<file path="config.mk">
export PLATFORM = sky130hd
export DESIGN_NAME = accum_controller
export DESIGN_NICKNAME = d
export VERILOG_FILES = /design/src/rtl/accum_controller.sv
export SDC_FILE = /design/constraint.sdc
export NUM_CORES = 1
export LEC_CHECK = 0
export ABC_CLOCK_PERIOD_IN_PS = 2500
export CORE_AREA = 2 2 75 77
export CTS_BUF_LIST = sky130_fd_sc_hd__clkbuf_8
export CTS_CLUSTER_SIZE = 20
export DETAILED_ROUTE_END_ITERATION = 6
export DIE_AREA = 0 0 77 79
export HOLD_SLACK_MARGIN = 0.08
export PLACE_DENSITY = 0.9
export SETUP_SLACK_MARGIN = 0.3
export SLEW_MARGIN = 40
export SYNTH_ARGS = -nofsm -noshare
export SYNTH_HDL_FRONTEND = slang
export SYNTH_SLANG_ARGS = --single-unit
export TNS_END_PERCENT = 100
</file>
<file path="constraint.sdc">
create_clock -name CLOCK_50 -period 2.5 [get_ports CLOCK_50]
set_input_delay 0.5 -clock CLOCK_50 [delete_from_list [all_inputs] [get_ports CLOCK_50]]
set_output_delay 0.5 -clock CLOCK_50 [all_outputs]
set_load 0.02 [all_outputs]
</file>
<file path="src/rtl/accum_controller.sv">
// rtl/accum_controller.sv - UART command sequencer for the 8-bit digit accumulator
//
// Purpose: decodes received ASCII bytes into accumulate / clear / report
// commands. A report waits SETTLE cycles, converts AccQ to decimal, then
// streams the digits plus CR (and LF) to the transmitter.
//
// Ports:
//   CLOCK_50  in   system clock (rising edge)
//   Reset_n   in   asynchronous active-low reset
//   RXData    in   received byte, valid while RXValid=1
//   RXValid   in   one-cycle receive strobe
//   AccQ      in   accumulator output
//   TXReady   in   transmitter idle
//   AccD      out  byte presented to the accumulator
//   AccEnable out  one-cycle accumulate strobe
//   AccClear  out  one-cycle accumulator clear strobe
//   TXData    out  byte to transmit, valid while TXStart=1
//   TXStart   out  one-cycle transmit strobe
//   Busy      out  high whenever the state machine is not idle
//   Error     out  one-cycle strobe: unrecognised byte or overrun
module accum_controller #(
    parameter int SETTLE  = 2,
    parameter bit SEND_LF = 1'b1
) (
    input  logic       CLOCK_50,
    input  logic       Reset_n,
    input  logic [7:0] RXData,
    input  logic       RXValid,
    input  logic [7:0] AccQ,
    input  logic       TXReady,
    output logic [7:0] AccD,
    output logic       AccEnable,
    output logic       AccClear,
    output logic [7:0] TXData,
    output logic       TXStart,
    output logic       Busy,
    output logic       Error
);

    // Character slots: 0=hundreds, 1=tens, 2=ones, 3=CR, 4=LF
    localparam logic [2:0] LAST_IDX    = SEND_LF ? 3'd4 : 3'd3;
    localparam logic [3:0] SETTLE_LAST = 4'(SETTLE - 1);

    typedef enum logic [2:0] {
        S_IDLE, S_SETTLE, S_CONV, S_SEND, S_WAIT_TX
    } state_t;

    state_t     r_state, w_next;
    logic [3:0] r_cnt;
    logic [7:0] r_v;
    logic [1:0] r_h;
    logic [3:0] r_t;
    logic [2:0] r_idx;
    logic       r_last;
    logic       r_wait;

    logic [7:0] r_acc_d, r_tx_data;
    logic       r_acc_en, r_acc_clr, r_tx_start, r_busy, r_error;
    logic [7:0] w_acc_d, w_tx_data, w_char;
    logic       w_acc_en, w_acc_clr, w_tx_start, w_busy, w_error;

    logic w_is_digit, w_is_clear, w_is_report, w_is_skip;

    assign w_is_digit  = (RXData >= 8'h30) && (RXData <= 8'h39);
    assign w_is_clear  = (RXData == 8'h43) || (RXData == 8'h63);
    assign w_is_report = (RXData == 8'h3D) || (RXData == 8'h0D);
    assign w_is_skip   = (RXData == 8'h20) || (RXData == 8'h2B);

    // In SEND, r_v already holds the ones remainder (< 10)
    always_comb begin
        case (r_idx)
            3'd0:    w_char = 8'h30 + {6'b0, r_h};
            3'd1:    w_char = 8'h30 + {4'b0, r_t};
            3'd2:    w_char = 8'h30 + r_v;
            3'd3:    w_char = 8'h0D;
            default: w_char = 8'h0A;
        endcase
    end

    // State register
    always_ff @(posedge CLOCK_50 or negedge Reset_n) begin
        if (!Reset_n) r_state <= S_IDLE;
        else          r_state <= w_next;
    end

    // Next-state logic
    always_comb begin
        w_next = r_state;
        case (r_state)
            S_IDLE:    if (RXValid && w_is_report) w_next = S_SETTLE;
            S_SETTLE:  if (r_cnt == SETTLE_LAST) w_next = S_CONV;
            S_CONV:    if (r_v < 8'd10) w_next = S_SEND;
            S_SEND:    if (TXReady) w_next = S_WAIT_TX;
            // r_wait masks the cycle in which the transmitter has not yet dropped TXReady
            S_WAIT_TX: if (!r_wait && TXReady) w_next = r_last ? S_IDLE : S_SEND;
            default:   w_next = S_IDLE;
        endcase
    end

    // Output logic: next values of the registered outputs
    always_comb begin
        w_acc_d    = r_acc_d;
        w_acc_en   = 1'b0;
        w_acc_clr  = 1'b0;
        w_tx_data  = r_tx_data;
        w_tx_start = 1'b0;
        w_error    = 1'b0;
        w_busy     = (w_next != S_IDLE);
        if (RXValid) begin
            if (r_state != S_IDLE) begin
                w_error = 1'b1;
            end else if (w_is_digit) begin
                w_acc_d  = RXData;
                w_acc_en = 1'b1;
            end else if (w_is_clear) begin
                w_acc_clr = 1'b1;
            end else if (!w_is_report && !w_is_skip) begin
                w_error = 1'b1;
            end
        end
        if (r_state == S_SEND && TXReady) begin
            w_tx_start = 1'b1;
            w_tx_data  = w_char;
        end
    end

    // Output registers and conversion datapath
    always_ff @(posedge CLOCK_50 or negedge Reset_n) begin
        if (!Reset_n) begin
            r_acc_d    <= 8'd0;
            r_acc_en   <= 1'b0;
            r_acc_clr  <= 1'b0;
            r_tx_data  <= 8'd0;
            r_tx_start <= 1'b0;
            r_busy     <= 1'b0;
            r_error    <= 1'b0;
            r_cnt      <= 4'd0;
            r_v        <= 8'd0;
            r_h        <= 2'd0;
            r_t        <= 4'd0;
            r_idx      <= 3'd0;
            r_last     <= 1'b0;
            r_wait     <= 1'b0;
        end else begin
            r_acc_d    <= w_acc_d;
            r_acc_en   <= w_acc_en;
            r_acc_clr  <= w_acc_clr;
            r_tx_data  <= w_tx_data;
            r_tx_start <= w_tx_start;
            r_busy     <= w_busy;
            r_error    <= w_error;
            case (r_state)
                S_IDLE: begin
                    r_cnt <= 4'd0;
                    r_h   <= 2'd0;
                    r_t   <= 4'd0;
                end
                S_SETTLE: begin
                    r_cnt <= r_cnt + 4'd1;
                    if (r_cnt == SETTLE_LAST) r_v <= AccQ;
                end
                S_CONV: begin
                    if (r_v >= 8'd100) begin
                        r_v <= r_v - 8'd100;
                        r_h <= r_h + 2'd1;
                    end else if (r_v >= 8'd10) begin
                        r_v <= r_v - 8'd10;
                        r_t <= r_t + 4'd1;
                    end else begin
                        // Leading zeros are suppressed; ones digit always sent
                        r_idx <= (r_h != 2'd0) ? 3'd0 : (r_t != 4'd0) ? 3'd1 : 3'd2;
                    end
                end
                S_SEND: begin
                    if (TXReady) begin
                        r_idx  <= r_idx + 3'd1;
                        r_last <= (r_idx == LAST_IDX);
                        r_wait <= 1'b1;
                    end
                end
                S_WAIT_TX: r_wait <= 1'b0;
                default: ;
            endcase
        end
    end

    assign AccD      = r_acc_d;
    assign AccEnable = r_acc_en;
    assign AccClear  = r_acc_clr;
    assign TXData    = r_tx_data;
    assign TXStart   = r_tx_start;
    assign Busy      = r_busy;
    assign Error     = r_error;

endmodule

</file>
; ---- After elaboration in Yosys (flattened, before gate mapping)
; Cells that the tools add are included.
[totals]
in_bits = 20
word_cells = 120
register_bits = 47
[classes]
add_sub_neg = 9
n_mux = 39
n_lt_le_gt_ge = 5
n_eq_ne = 22
bitwise = 1
reduce_logical = 29
[op_table]
columns = operator, count
row1 = case mux 8 bit (4 select lines), 1
row2 = "equality test 8 x 6 -> 1 bit, second input constant", 3
row3 = two-way mux 3 bit, 8
row4 = two-way mux 8 bit, 3
row5 = "equality test 8 x 7 -> 1 bit, second input constant", 2
row6 = case mux 4 bit (2 select lines), 2
row7 = case mux 8 bit (2 select lines), 1
row8 = case mux 3 bit (5 select lines), 1
row9 = two-way mux 1 bit, 14
row10 = "equality test 3 x 2 -> 1 bit, second input constant", 4
row11 = "!= test 2 bit, second input constant", 6
row12 = nonzero test 2 bit, 6
row13 = AND reduction 3 bit, 3
row14 = "adder 4 x 1 -> 4 bit, second input constant", 2
row15 = "adder 6 x 8 -> 8 bit, first input constant", 1
row16 = "equality test 8 x 4 -> 1 bit, second input constant", 1
row17 = ">= comparator 8 x 4 -> 1 bit, second input constant", 1
row18 = ">= comparator 8 x 6 -> 1 bit, second input constant", 1
row19 = ">= comparator 8 x 7 -> 1 bit, second input constant", 1
row20 = "less-or-equal comparator 8 x 6 -> 1 bit, second input constant", 1
row21 = "less-than comparator 8 x 4 -> 1 bit, second input constant", 1
row22 = two-way mux 2 bit, 4
row23 = two-way mux 4 bit, 2
row24 = "subtractor 8 x 4 -> 8 bit, second input constant", 1
row25 = 21 further kinds, 35

; ---- Logic depth before layout (Yosys ltp)
; Gate-level depths: netlist of run 1.
[logic_depth]
ltp_word = 9
depth_mapped = 8

; ---- Least setup slack after synthesis of run 1
; Ideal clock, no wire load.
[synth_timing]
path_kind = reg2reg
startpoint = register r_v[4]
endpoint = register r_t[2]
stages_incl_launch_ff = 8
path_slack_ns = 0.508
t_arrival_ns = 1.915
path_buffers = 0
setup_time_ns = 0.077
required_time_ns = 2.423
cell_sequence = dfrtp_1 -> inv_1 -> ha_1 -> nor2b_1 -> o21ai_1 -> a21oi_2 -> or4_1 -> a21oi_1
[synth_between]
elab_chain_cells = 3
[synth_lines]
columns = item, line_no
row1 = from (decl), 50  ; logic [7:0] r_v;
row2 = from (signal assigned), 160  ; if (r_cnt == SETTLE_LAST) r_v <= AccQ;
row3 = from (signal assigned), 164  ; r_v <= r_v - 8'd100;
row4 = from (signal assigned), 167  ; r_v <= r_v - 8'd10;
row5 = >= comparator 8 x 4 -> 1 bit or >= comparator 8 x 7 -> 1 bit (tied branches), "166, 163"
row6 = != test 2 bit (no line), -
row7 = AND reduction 3 bit (no line) (*), -
row8 = to (signal assigned), 168  ; r_t <= r_t + 4'd1;
row9 = to (decl), 52  ; logic [3:0] r_t;
; Mark *: on every way between the ends. The rest lies on a longest branch, timed or not.
; A chain may end at the register's enable or synchronous reset.

; ---- Worst setup path in the final report of run 1
; Same ends and word-level chain as after synthesis.

==> results_dict.tcl, run 1 <==
set metrics [dict create \
    status "completed" \
    fin_nets 386 \
    worstPathArrival_ns 2.37 \
    core_sq_um 5338 \
    diodes 0 \
    via_count 2529 \
    cp-end-kind "flip-flop" \
    relSlewSlack_pct 63.11 \
    worstSkewPairLatency_ns 0.30 \
    setup_violations 0 \
    required_ns 2.72 \
    clock-root-buffer "clkbuf_8" \
    synth_seq_cells 47 \
    synth_seq_area_share_pct 41.52 \
    slew_violations 0 \
    syn_inst 299 \
    r2r_setup_slack_ns 0.35 \
    antenna_found_initial 0 \
    avgRoutedWirePerCell_um 16.71 \
    htree_levels 2 \
    clk_path_buf_depth 2 \
    die_w_um 77 \
    place_congestion 0.9042 \
    ys_types 63 \
    p_leak_nw 1.532 \
    fmax_mhz 464.2 \
    critPathLaunchType "flip-flop" \
    num_io_pins 41 \
    drt_iter0_drc 252 \
    synth_nets 338 \
    grt_usage_pct 23.71 \
    dieArea_sq_um 6083 \
    seqCellArea_sq_um 1181 \
    drt-total-wl_um 7020 \
    irDropWorstVdd_uv 665.7 \
    syn_area_sq_um 2833 \
    hold_viol 0 \
    final_cell_mix "dfrtp_1 (43), clkdlybuf4s50_1 (39), nand2_1 (32)" \
    crit_fanout 8 \
    vias_per_cell 6.021 \
    fill_cells 435 \
    synth-edff-count 0 \
    dieHeight_um 79 \
    finalPower_w 0.003513 \
    synth_ff_type "dfrtp_1" \
    grt_pass1_wl_um 11470 \
    overflow 0 \
    clkTransAtPathRegs_ns 0.09 \
    drive_gt1_share_pct 12.64 \
    firstDrtPassIters 6 \
    port_buffers 40 \
    rsz0062_at_grt "true" \
    initial_core_util_pct 53.07 \
    grt_pass1_vias 2374 \
    syn_to_final_growth_pct 22.75 \
    hpwl_um 5036 \
    final_common_cell "dfrtp_1" \
    worstMarginPinSlew_ns 0.5533 \
    cts_tree "yes" \
    fin_tns_setup_ns 0 \
    clkSinkCount 47 \
    crit_type "flip-flop to flip-flop" \
    postRouteAntennaNets 0 \
    cts_buffers 5 \
    remaining_drc_errors 0 \
    maxCapViolations 0 \
    fin_crit_ns 2.154 \
    yosysWarnings 0 \
    multi_input_area_sq_um 1540 \
    powerDensity_nw_per_um2 1010 \
    layout_setup_ws_ns 0.3459 \
    synth-async-reset-ratio_pct 100.0 \
    timing.final.crit_share_pct 86.16 \
    synth.avg_cell_area_sq_um 9.474 \
    num_rows 27 \
    finalClockSkew_ns 0.008625 \
    dp_slack_ns 0.2519 \
    grt_max_degree 25 \
    hold_class "input port to asynchronous set/reset pin" \
]
==> power by group <==
part / switching (W) / internal (W)
Clock: 0.000256 / 0.000192
Combinational: 0.00102 / 0.000787
Sequential: 0.000278 / 0.000981
Total: 0.00155 / 0.00196
==> critical path, cell delays in order (launching register included) <==
cell and delay [ns]:
dfrtp_2 0.42, inv_1 0.14, ha_1 0.23, nor2b_2 0.18, o21ai_2 0.30, a21oi_4 0.14
or4_1 0.50, a21oi_1 0.17
==> cells by family (layout without fill, tap and decap cells) <==
family	count (synthesis)	count (layout)	synth area share, %
buffers and inverters	32	81	4.682
AND/OR/NAND/NOR	103	103	19.70
AO/OA/AOI/OAI	86	86	21.33
XOR/XNOR	4	4	1.237
adder cells (fa/ha/maj)	19	19	8.392
multiplexers	8	8	3.136
flip-flops	47	47	41.52
==> sequential cells by signal, summed over array words and instances (netlist names), 2 cells and up <==
signal / flops
r_cnt: 4
TXData: 8
r_t: 4
r_state: 3
AccD: 8
r_h: 2
r_idx: 3
r_v: 8
==> cell usage after synthesis, types with 5 or more instances <==
cell / number / area, sq um
a211oi_1: 5 / 37.54
a21oi_1: 9 / 45.04
clkbuf_1: 7 / 26.28
dfrtp_1: 47 / 1176
ha_1: 19 / 237.7
inv_1: 20 / 75.07
nand2_1: 32 / 120.1
nand2b_1: 5 / 31.28
nand3_1: 9 / 45.04
nor2_1: 18 / 67.56
nor3_1: 9 / 45.04
o21ai_0: 21 / 105.1
o21ai_1: 7 / 35.03
o31ai_1: 9 / 67.56
==> what timing repair did <==
action	CTS	global route
hold buffers	0	0
resized for setup	3	7
cloned	0	0
pin swaps	1	2
endpoints found under the setup margin	3	6
buffers inserted	0	5
==> metal layers <==
metal  track usage (%)  up-vias  share of wire (%)
li1                  -     1191                  -
met1             30.87     1201                 43
met2             39.65      116                 48
met3             3.636       21                6.0
met4             10.18        0                3.2
met5                 0        -                  0
==> worst paths after layout <==
| path | from | end | cells past startpoint |
|---|---|---|---|
| worst min-delay path | Reset_n | r_idx[1]$_DFFE_PN0P_ | 1 |
| worst min register to register | AccD[4]$_DFFE_PN0P_ | AccD[4]$_DFFE_PN0P_ | 1 |
| min in group CLOCK_50 | AccD[4]$_DFFE_PN0P_ | AccD[4]$_DFFE_PN0P_ | 1 |
| worst max register to register | r_v[4]$_DFFE_PN0P_ | r_t[2]$_DFFE_PN0P_ | 7 |
| max in group asynchronous | Reset_n | r_v[4]$_DFFE_PN0P_ | 2 |
| worst max-delay path | r_v[4]$_DFFE_PN0P_ | r_t[2]$_DFFE_PN0P_ | 7 |
==> metrics by stage <==
stage | std cells | hold WS [ns] | area [sq um] | util, %
2_1_floorplan | 299 | 0.2044 | 2833 | -
3_3_place_gp | 407 | 0.4538 | 3333 | 62.45
3_5_place_dp | 407 | 0.4727 | 3333 | 62.45
4_1_cts | 415 | 0.1929 | 3423 | 64.13
5_1_grt | 420 | 0.2105 | 3477 | 65.14
6_report | 420 | 0.1776 | 3477 | 65.14
==> area by class of cell <==
class | count | area share [%]
multi-input combinational | 220 | 44.30
sequential | 47 | 33.97
timing repair buffer | 53 | 14.54
tap | 72 | 2.591
inverter | 20 | 2.159
clock buffer | 5 | 1.979
clock inverter | 3 | 0.4678
Note: power is estimated with default switching activity, not from simulation.
==> inputs of run 2 (changes only) <==
--- a/config.mk
+++ b/config.mk
@@ -5,7 +5,7 @@
 export SDC_FILE = /design/constraint.sdc
 export NUM_CORES = 1
 export LEC_CHECK = 0
-export ABC_CLOCK_PERIOD_IN_PS = 2500
+export ABC_CLOCK_PERIOD_IN_PS = 2400
 export CORE_AREA = 2 2 75 77
 export CTS_BUF_LIST = sky130_fd_sc_hd__clkbuf_8
 export CTS_CLUSTER_SIZE = 20
==> constraint.sdc (replaced) <==
create_clock -name CLOCK_50 -period 2.4 [get_ports CLOCK_50]
set_input_delay 0.48 -clock CLOCK_50 [delete_from_list [all_inputs] [get_ports CLOCK_50]]
set_output_delay 0.48 -clock CLOCK_50 [all_outputs]
set_load 0.02 [all_outputs]
==> run 2 against run 1 <==
Fmax is 4.5% higher. Register-to-register slack hardly changed. Via count is 1.6% higher. Largest power group unchanged.
==> results_dict.tcl, run 2 (synthesized netlist as in run 1, its figures left out) <==
set metrics [dict create \
    drt_iter0_drc 215 \
    fin_cells 429 \
    timing.rr.start "r_v[2]$_DFFE_PN0P_" \
    finalClockSkew_ns 0.01239 \
    hpwl_um 5051 \
    rsz0062_at_grt "true" \
    setup_violations 0 \
    avgRoutedWirePerCell_um 16.46 \
    whs_ns 0.1391 \
    firstDrtPassIters 5 \
    diodes 0 \
    top_layer "met4" \
    final_cell_mix "dfrtp_1 (43), clkdlybuf4s50_1 (39), nand2_1 (32)" \
    num_io_pins 41 \
    p_leak_nw 1.580 \
    swShare_pct 43.91 \
    cts_hold_buf 0 \
    cp-end-kind "flip-flop" \
    wl_met1_um 2804 \
    fmax_mhz 484.9 \
    fin_nets 395 \
    core_sq_um 5338 \
    vias_per_cell 5.988 \
    placed_cells 410 \
    hold_class "input port to asynchronous set/reset pin" \
    fin_tns_setup_ns 0 \
    powerDensity_nw_per_um2 1067 \
    irDropWorstVdd_uv 785.0 \
    place_congestion 0.9140 \
    fin_crit_ns 2.062 \
    clock-root-buffer "clkbuf_8" \
    clk_path_buf_depth 2 \
    fill_cells 425 \
    dieHeight_um 79 \
    overflow 0 \
    dr_wl_met3_um 485 \
    layout_setup_ws_ns 0.3379 \
    cts_buffers 5 \
    status "completed" \
    dieArea_sq_um 6083 \
    relSlewSlack_pct 63.48 \
    dp_slack_ns 0.1633 \
    p_comb_share_pct 53.4 \
    worstSkewPairLatency_ns 0.31 \
    drt-total-wl_um 7060 \
    drive_gt1_share_pct 15.97 \
    r2r-end "r_v[5]$_DFFE_PN0P_" \
    p_switching_w 0.001681 \
    timing.final.crit_share_pct 85.92 \
    r2r_setup_slack_ns 0.34 \
    seqPwrFrac_pct 34.0 \
    rr_worst_depth 8 \
    crit_type "flip-flop to flip-flop" \
    clkTransAtPathRegs_ns 0.09 \
    cts_tree "yes" \
    grt_pass1_vias 2384 \
    worstPathArrival_ns 2.26 \
    num_rows 27 \
    maxCapViolations 0 \
    p_int_w 0.002147 \
    port_buffers 40 \
    final_common_cell "dfrtp_1" \
    required_ns 2.60 \
    hold_viol 0 \
    critPathLaunchType "flip-flop" \
    antenna_found_initial 0 \
    syn_to_final_growth_pct 26.68 \
    htree_levels 2 \
    initial_core_util_pct 53.07 \
    crit_fanout 6 \
    slew_violations 0 \
    remaining_drc_errors 0 \
    grt_max_degree 25 \
    worstMarginPinSlew_ns 0.5478 \
    postRouteAntennaNets 0 \
    grt_usage_pct 23.59 \
    die_w_um 77 \
    clkPwrFrac_pct 12.6 \
    wl_met2_um 3550 \
    clkSinkCount 47 \
    grt_pass1_wl_um 11390 \
    via_count 2569 \
]
==> run 2: changes by cell type in the layout (fill, tap and decap cells not counted), sizes merged <==
cell,delta
buf,+9
==> run 2: how the worst max path moves through the flow <==
stage | start | endpoint | slack, ns | depth (start not counted)
6_report | r_v[2]$_DFFE_PN0P_ | r_v[5]$_DFFE_PN0P_ | 0.34 | 8
5_1_grt | r_v[2]$_DFFE_PN0P_ | r_v[5]$_DFFE_PN0P_ | 0.26 | 8
4_1_cts | r_v[2]$_DFFE_PN0P_ | r_t[2]$_DFFE_PN0P_ | 0.24 | 7
3_5_place_dp | RXData[1] | AccD[3]$_DFFE_PN0P_ | 0.16 | 5
3_3_place_gp | TXReady | Busy$_DFF_PN0_ | 0.21 | 6
2_1_floorplan | r_v[4]$_DFFE_PN0P_ | r_t[2]$_DFFE_PN0P_ | 0.41 | 7
==> run 2: worst max-delay path, cell delays in order (launching register included) <==
cell,delay [ns]
dfrtp_1,0.42
inv_2,0.09
buf_4,0.14
ha_1,0.22
nor2b_2,0.24
o21ai_4,0.12
and3_1,0.21
o211ai_1,0.15
or3b_1,0.37
==> run 2: stage by stage <==
stage | total power [W] | util [%] | area [sq um]
6_report | 0.003828 | 67.23 | 3588
5_1_grt | 0.004073 | 67.23 | 3588
4_1_cts | 0.003574 | 64.93 | 3466
3_5_place_dp | 0.003055 | 62.87 | 3356
3_3_place_gp | 0.002965 | 62.87 | 3356
2_1_floorplan | 0.002402 | - | 2833
==> run 2: what timing repair did <==
item / CTS / global route
pin swaps: 1 / 3
setup buffers: 1 / 10
setup endpoints to repair: 5 / 16
gates cloned: 0 / 0
resized for setup: 4 / 14
==> run 2: cell type report <==
cell class,instances,area (sq um),area share (%)
Sequential cell,47,1181,32.91
Multi-Input combinational cell,220,1584,44.14
Tap cell,72,90.09,2.510
Timing Repair Buffer,62,573.1,15.97
Inverter,20,75.07,2.092
Clock inverter,3,16.27,0.4533
Clock buffer,5,68.82,1.918
==> run 2: metal layers <==
layer  vias to the layer above  global-route usage (%)
met5                         -                       0
li1                       1209                       -
met2                       126                   40.18
met3                        23                   4.432
met4                         0                   10.54
met1                      1211                   29.39
==> run 2: power groups by stage <==
stage	Sequential, W	Clock, W	Combinational (W)
final	0.00130	0.000481	0.00204
after global routing	0.00134	0.000518	0.00222
after CTS	0.00128	0.000484	0.00181
after detailed placement	0.00129	0	0.00177
after global placement	0.00127	0	0.00169
after floorplan	0.00133	0	0.00107
